==> src/rtl/vga_pkg.sv <==
// vga_pkg: shared 640x480@60 timing defaults, FSM and phase types, phase decode helper
package vga_pkg;
    localparam int H_ACTIVE_DEF = 640;
    localparam int H_FRONT_DEF  = 16;
    localparam int H_SYNC_DEF   = 96;
    localparam int H_BACK_DEF   = 48;
    localparam int V_ACTIVE_DEF = 480;
    localparam int V_FRONT_DEF  = 10;
    localparam int V_SYNC_DEF   = 2;
    localparam int V_BACK_DEF   = 33;

    typedef enum logic [1:0] {IDLE, RUN, DRAIN} state_t;
    typedef enum logic [1:0] {ACT, FP, SYNC, BP} phase_t;

    function automatic phase_t phase_of(input int c, input int act, input int fp, input int sy);
        return c < act ? ACT : c < act + fp ? FP : c < act + fp + sy ? SYNC : BP;
    endfunction
endpackage

==> src/rtl/vga_axis_counter.sv <==
// vga_axis_counter: one timing axis counter with wrap flag and phase decode
// Ports: clock, reset (async, active-high), inc (advance by one);
//        nxt (count value after this edge), phase (phase of nxt), wrap (count at TOTAL-1)
module vga_axis_counter
    import vga_pkg::*;
#(
    parameter int ACTIVE   = H_ACTIVE_DEF,
    parameter int FRONT    = H_FRONT_DEF,
    parameter int SYNC_LEN = H_SYNC_DEF,
    parameter int BACK     = H_BACK_DEF
) (
    input  logic       clock,
    input  logic       reset,
    input  logic       inc,
    output logic [9:0] nxt,
    output phase_t     phase,
    output logic       wrap
);
    localparam int TOTAL = ACTIVE + FRONT + SYNC_LEN + BACK;

    if (TOTAL > 1024) begin : g_bad_total
        $error("vga_axis_counter: total %0d does not fit a 10-bit counter", TOTAL);
    end

    logic [9:0] count;

    assign wrap  = count == 10'(TOTAL - 1);
    assign nxt   = !inc ? count : wrap ? '0 : count + 10'd1;
    // Phase is decoded from the upcoming count so the top can register it in step with the counter.
    assign phase = phase_of(int'(nxt), ACTIVE, FRONT, SYNC_LEN);

    always_ff @(posedge clock or posedge reset) begin
        if (reset) count <= '0;
        else       count <= nxt;
    end
endmodule

==> src/rtl/vga_timing_ctrl.sv <==
// vga_timing_ctrl: VGA timing sequencer with run/stop control on frame boundaries
// Ports: clock, reset (async, active-high), enable (run request);
//        hsync/vsync (asserted == SYNC_POL), active, xpos/ypos (0 outside visible area),
//        line_start/frame_start strobes, frame_count (completed frames), running (RUN or DRAIN)
module vga_timing_ctrl
    import vga_pkg::*;
#(
    parameter int H_ACTIVE = H_ACTIVE_DEF,
    parameter int H_FRONT  = H_FRONT_DEF,
    parameter int H_SYNC   = H_SYNC_DEF,
    parameter int H_BACK   = H_BACK_DEF,
    parameter int V_ACTIVE = V_ACTIVE_DEF,
    parameter int V_FRONT  = V_FRONT_DEF,
    parameter int V_SYNC   = V_SYNC_DEF,
    parameter int V_BACK   = V_BACK_DEF,
    parameter bit SYNC_POL = 1'b0,
    parameter int FRAME_W  = 10
) (
    input  logic               clock,
    input  logic               reset,
    input  logic               enable,
    output logic               hsync,
    output logic               vsync,
    output logic               active,
    output logic [9:0]         xpos,
    output logic [9:0]         ypos,
    output logic               line_start,
    output logic               frame_start,
    output logic [FRAME_W-1:0] frame_count,
    output logic               running
);
    state_t     st, st_n;
    logic       run, run_n, act_n, h_wrap, v_wrap, frame_end;
    logic [9:0] h_nxt, v_nxt;
    phase_t     h_ph, v_ph;

    assign run       = st != IDLE;
    assign frame_end = h_wrap && v_wrap;

    vga_axis_counter #(
        .ACTIVE(H_ACTIVE), .FRONT(H_FRONT), .SYNC_LEN(H_SYNC), .BACK(H_BACK)
    ) u_h (
        .clock(clock), .reset(reset), .inc(run), .nxt(h_nxt), .phase(h_ph), .wrap(h_wrap)
    );

    vga_axis_counter #(
        .ACTIVE(V_ACTIVE), .FRONT(V_FRONT), .SYNC_LEN(V_SYNC), .BACK(V_BACK)
    ) u_v (
        .clock(clock), .reset(reset), .inc(run && h_wrap), .nxt(v_nxt), .phase(v_ph), .wrap(v_wrap)
    );

    // Counters only move while running, so leaving IDLE shows position (0,0) on the first RUN cycle.
    always_comb begin
        st_n  = st;
        run_n = 1'b0;
        act_n = 1'b0;
        st_n  = st == IDLE ? (enable ? RUN : IDLE)
              : enable ? RUN
              : (st == DRAIN && frame_end) ? IDLE : DRAIN;
        run_n = st_n != IDLE;
        act_n = run_n && h_ph == ACT && v_ph == ACT;
    end

    // Every output is registered from the same upcoming (hcnt, vcnt), keeping them mutually aligned.
    always_ff @(posedge clock or posedge reset) begin
        if (reset) begin
            st          <= IDLE;
            hsync       <= ~SYNC_POL;
            vsync       <= ~SYNC_POL;
            active      <= 1'b0;
            xpos        <= '0;
            ypos        <= '0;
            line_start  <= 1'b0;
            frame_start <= 1'b0;
            frame_count <= '0;
            running     <= 1'b0;
        end else begin
            st          <= st_n;
            hsync       <= (run_n && h_ph == SYNC) ? SYNC_POL : ~SYNC_POL;
            vsync       <= (run_n && v_ph == SYNC) ? SYNC_POL : ~SYNC_POL;
            active      <= act_n;
            xpos        <= act_n ? h_nxt : '0;
            ypos        <= act_n ? v_nxt : '0;
            line_start  <= run_n && h_nxt == '0;
            frame_start <= run_n && h_nxt == '0 && v_nxt == '0;
            frame_count <= frame_count + FRAME_W'(run && frame_end);
            running     <= run_n;
        end
    end
endmodule

==> config.mk <==
export PLATFORM = sky130hd
export DESIGN_NAME = vga_timing_ctrl
export DESIGN_NICKNAME = d
export VERILOG_FILES = /design/src/rtl/vga_pkg.sv /design/src/rtl/vga_axis_counter.sv /design/src/rtl/vga_timing_ctrl.sv
export SDC_FILE = /design/constraint.sdc
export NUM_CORES = 1
export LEC_CHECK = 0
export CAP_MARGIN = 10
export CORE_AREA = 2 2 86 88
export DETAILED_ROUTE_END_ITERATION = 12
export DIE_AREA = 0 0 88 90
export GPL_ROUTABILITY_DRIVEN = 0
export PLACE_DENSITY = 0.62
export SLEW_MARGIN = 20
export SYNTH_ARGS = -nofsm -noshare
export SYNTH_HDL_FRONTEND = slang
export SYNTH_SLANG_ARGS = --single-unit
==> constraint.sdc <==
create_clock -name clock -period 7.9 [get_ports clock]
set_input_delay 0.79 -clock clock [delete_from_list [all_inputs] [get_ports clock]]
set_output_delay 0.79 -clock clock [all_outputs]
set_load 0.03 [all_outputs]
==> results.yml <==
finish:
  final_area_um2: 3380
  postLayoutCoreUtil: 0.482
  antenna_cells: 0
  final_nets: 304
  layout-drive-gt1-share: 0.0930
  area_growth_pct: 25.6
yosys:
  avgSynthCellArea_um2: 10.5
  synth_common_cells: "dfrtp_1, nand3_1, nand2_1"
  synthFlopType: "dfrtp_1"
  synth_top_area_share: 0.520
  async_flop_share: 1.00
  synth.area.top_cells: "dfrtp_1, xnor2_1, nand3_1, xor2_1, nor3b_1"
  yosys.area.top_type: "dfrtp_1"
  synth_seq_cells: 58
  synth_cells: 256
  seq_area_frac_synth: 0.539
  synth_edf_count: 0
  ys_warn_count: 0
  synth_fp_nets: 264
  yosys.cell_count.top_type: "dfrtp_1"
  synth_cell_type_count: 48
  netlist_area_um2: 2700
floorplanning:
  io_pins: 39
  die_h_um: 90
  die_w_um: 88
  initial_core_util: 0.384
  dieArea_um2: 7920
  coreArea_um2: 7020
  num_rows: 31
clocking:
  cts_tree: "done"
  cts_setup_buffers: 0
  clk_latency_ps: 340
  clock_sinks: 58
  cts-resized-gates: 0
  clockBufferDepth: 2
  cts_htree_levels: 3
  cts-hold-fix-buffers: 0
  cts_buffers: 9
  cts-root-buf: "clkbuf_8"
  cts.clk_slew.worst_paths_ps: 60
worst_setup_path:
  crit_type: "reg2reg"
  critPathMaxFanout: 12
  cp-start-kind: "flop"
  crit_path_end_kind: "flop"
  startpoint: "u_h.count[5]"
  worst-endpoint-required_ps: 8090
  r2r_start: "u_h.count[5]"
  worst_ep_arrival_time_ps: 3320
sta:
  fmax_mhz: 319
  maxSlewViolCount: 0
  rsz0062_at_grt: "false"
  fin_crit_sh: 0.396
  worst_slew_pin_slew_ps: 956
  report.final.setup_viol: 0
  hold_viol_final: 0
  fin_setup_tns_ps: 0
  slew_headroom: 0.362
  layout_min_cycle_time_ps: 3130
  finClkSkew_ps: 4.24
run_status:
  outcome: "complete, no violations"
global_route:
  grt_pass1_vias: 1978
  antenna_found_initial: 0
  grt_max_degree: 59
  track_usage: 0.157
  grt_overflow: 0
  grt_pass1_wl_um: 9480
placement:
  hpwlAfterDp_um: 3960
  postPlaceCellArea_um2: 3150
  portBuffers: 38
power:
  p_per_area_nw_per_um2: 257
  power_leakage_nw: 1.54
  switching_share: 0.305
  intPower_mw: 0.604
  power_frac_comb: 0.226
  seqPwrFrac: 0.427
  finalPower_mw: 0.870
  p_switching_mw: 0.266
  clkPwrFrac: 0.347
  vdd_drop_max_mv: 0.172
min_path:
  hp-start: "frame_count[9]"
  hold_path_class: "reg2reg"
job:
  cap_violations: 0
detailed_routing:
  first_pass_iters: 4
  avgViaCountPerCell: 5.11
  antenna_left: 0
  route.detailed.drc: 0
  vias: 2045
  drt_iter0_drc: 116
  drt-wirelength-per-cell_um: 14.4
  wl_um: 5760
-- registers in the layout (all words and copies together), names as in the netlist --
name	count
frame_count	10
u_h.count	10
u_v.count	10
xpos	10
ypos	10
st	2
active	1
frame_start	1
hsync	1
line_start	1
running	1
vsync	1
-- critical path: stages (launching register included) --
cell	delay [ps]
dfrtp_1	470
or4b_4	610
nor3_4	230
or4b_1	500
xor2_1	210
nor4_4	630
buf_6	250
nor3_1	70
-- logic make-up after synthesis --
group           share of synthesized area
mux                                0.0111
xor+xnor                           0.0682
compound gates                     0.0710
other cells                       0.00139
flops                               0.539
simple gates                        0.244
fa+ha+maj                          0.0232
buf+inv                            0.0418
-- worst paths after layout --
| kind | to | depth (start not counted) | slack, ps |
|---|---|---|---|
| worst max-delay path | ypos[6] | 7 | 4770 |
| worst max register to register | ypos[6] | 7 | 4770 |
| worst min register to register | frame_count[9] | 1 | 470 |
| max in group asynchronous | u_v.count[2] | 3 | 6470 |
| worst min-delay path | frame_count[9] | 1 | 470 |
| min in group asynchronous | frame_count[2] | 3 | 950 |
-- stage by stage --
stage                     setup slack (ps)  cells  hold slack (ps)
after global placement                4670    383              461
after global routing                  4570    400              494
final                                 4770    400              468
after floorplan                       5300    256              536
after detailed placement              4550    383              462
after CTS                             4530    399              475
-- power by group through the flow --
stage | Combinational (mW) | Sequential (mW) | Clock (mW)
finish | 0.196 | 0.372 | 0.301
global route | 0.214 | 0.376 | 0.321
CTS | 0.198 | 0.371 | 0.308
detailed placement | 0.197 | 0.375 | 0
global placement | 0.196 | 0.375 | 0
floorplan | 0.119 | 0.392 | 0
-- layer usage --
layer  wire, µm  share of wire  global-route usage
met4        145          0.025              0.0821
met1       2680           0.46               0.210
met2       2660           0.46               0.229
met5          0              0                   0
met3        286          0.050              0.0432
-- final cells by class --
class,count,area (µm²)
inverters,14,52.6
fillers,657,3640
clock buffers,11,141
flip-flops and latches,58,1450
repair buffers,41,407
clock inverters,5,77.6
multi-input cells,172,1130
well taps,99,124
-- cells in the final DEF, fill, tap and decap left out, types with 3 or more instances in the layout --
| cell type | Yosys | layout |
|---|---|---|
| and2_1 | 3 | 3 |
| nand3_1 | 19 | 19 |
| nor4_1 | 4 | 4 |
| nand4_1 | 8 | 8 |
| clkdlybuf4s50_1 | 0 | 38 |
| inv_1 | 14 | 13 |
| o21ai_0 | 11 | 11 |
| mux2i_1 | 3 | 3 |
| ha_1 | 5 | 5 |
| xnor2_1 | 12 | 12 |
| clkbuf_8 | 0 | 10 |
| a21oi_1 | 6 | 6 |
| and3_1 | 7 | 7 |
| or3_1 | 4 | 4 |
| nor2_1 | 14 | 14 |
| nor3_1 | 12 | 12 |
| nor3b_1 | 10 | 10 |
| dfrtp_1 | 56 | 56 |
| xor2_1 | 9 | 9 |
| nand2_1 | 17 | 17 |
No activity file was read; power rests on OpenSTA's default activity.
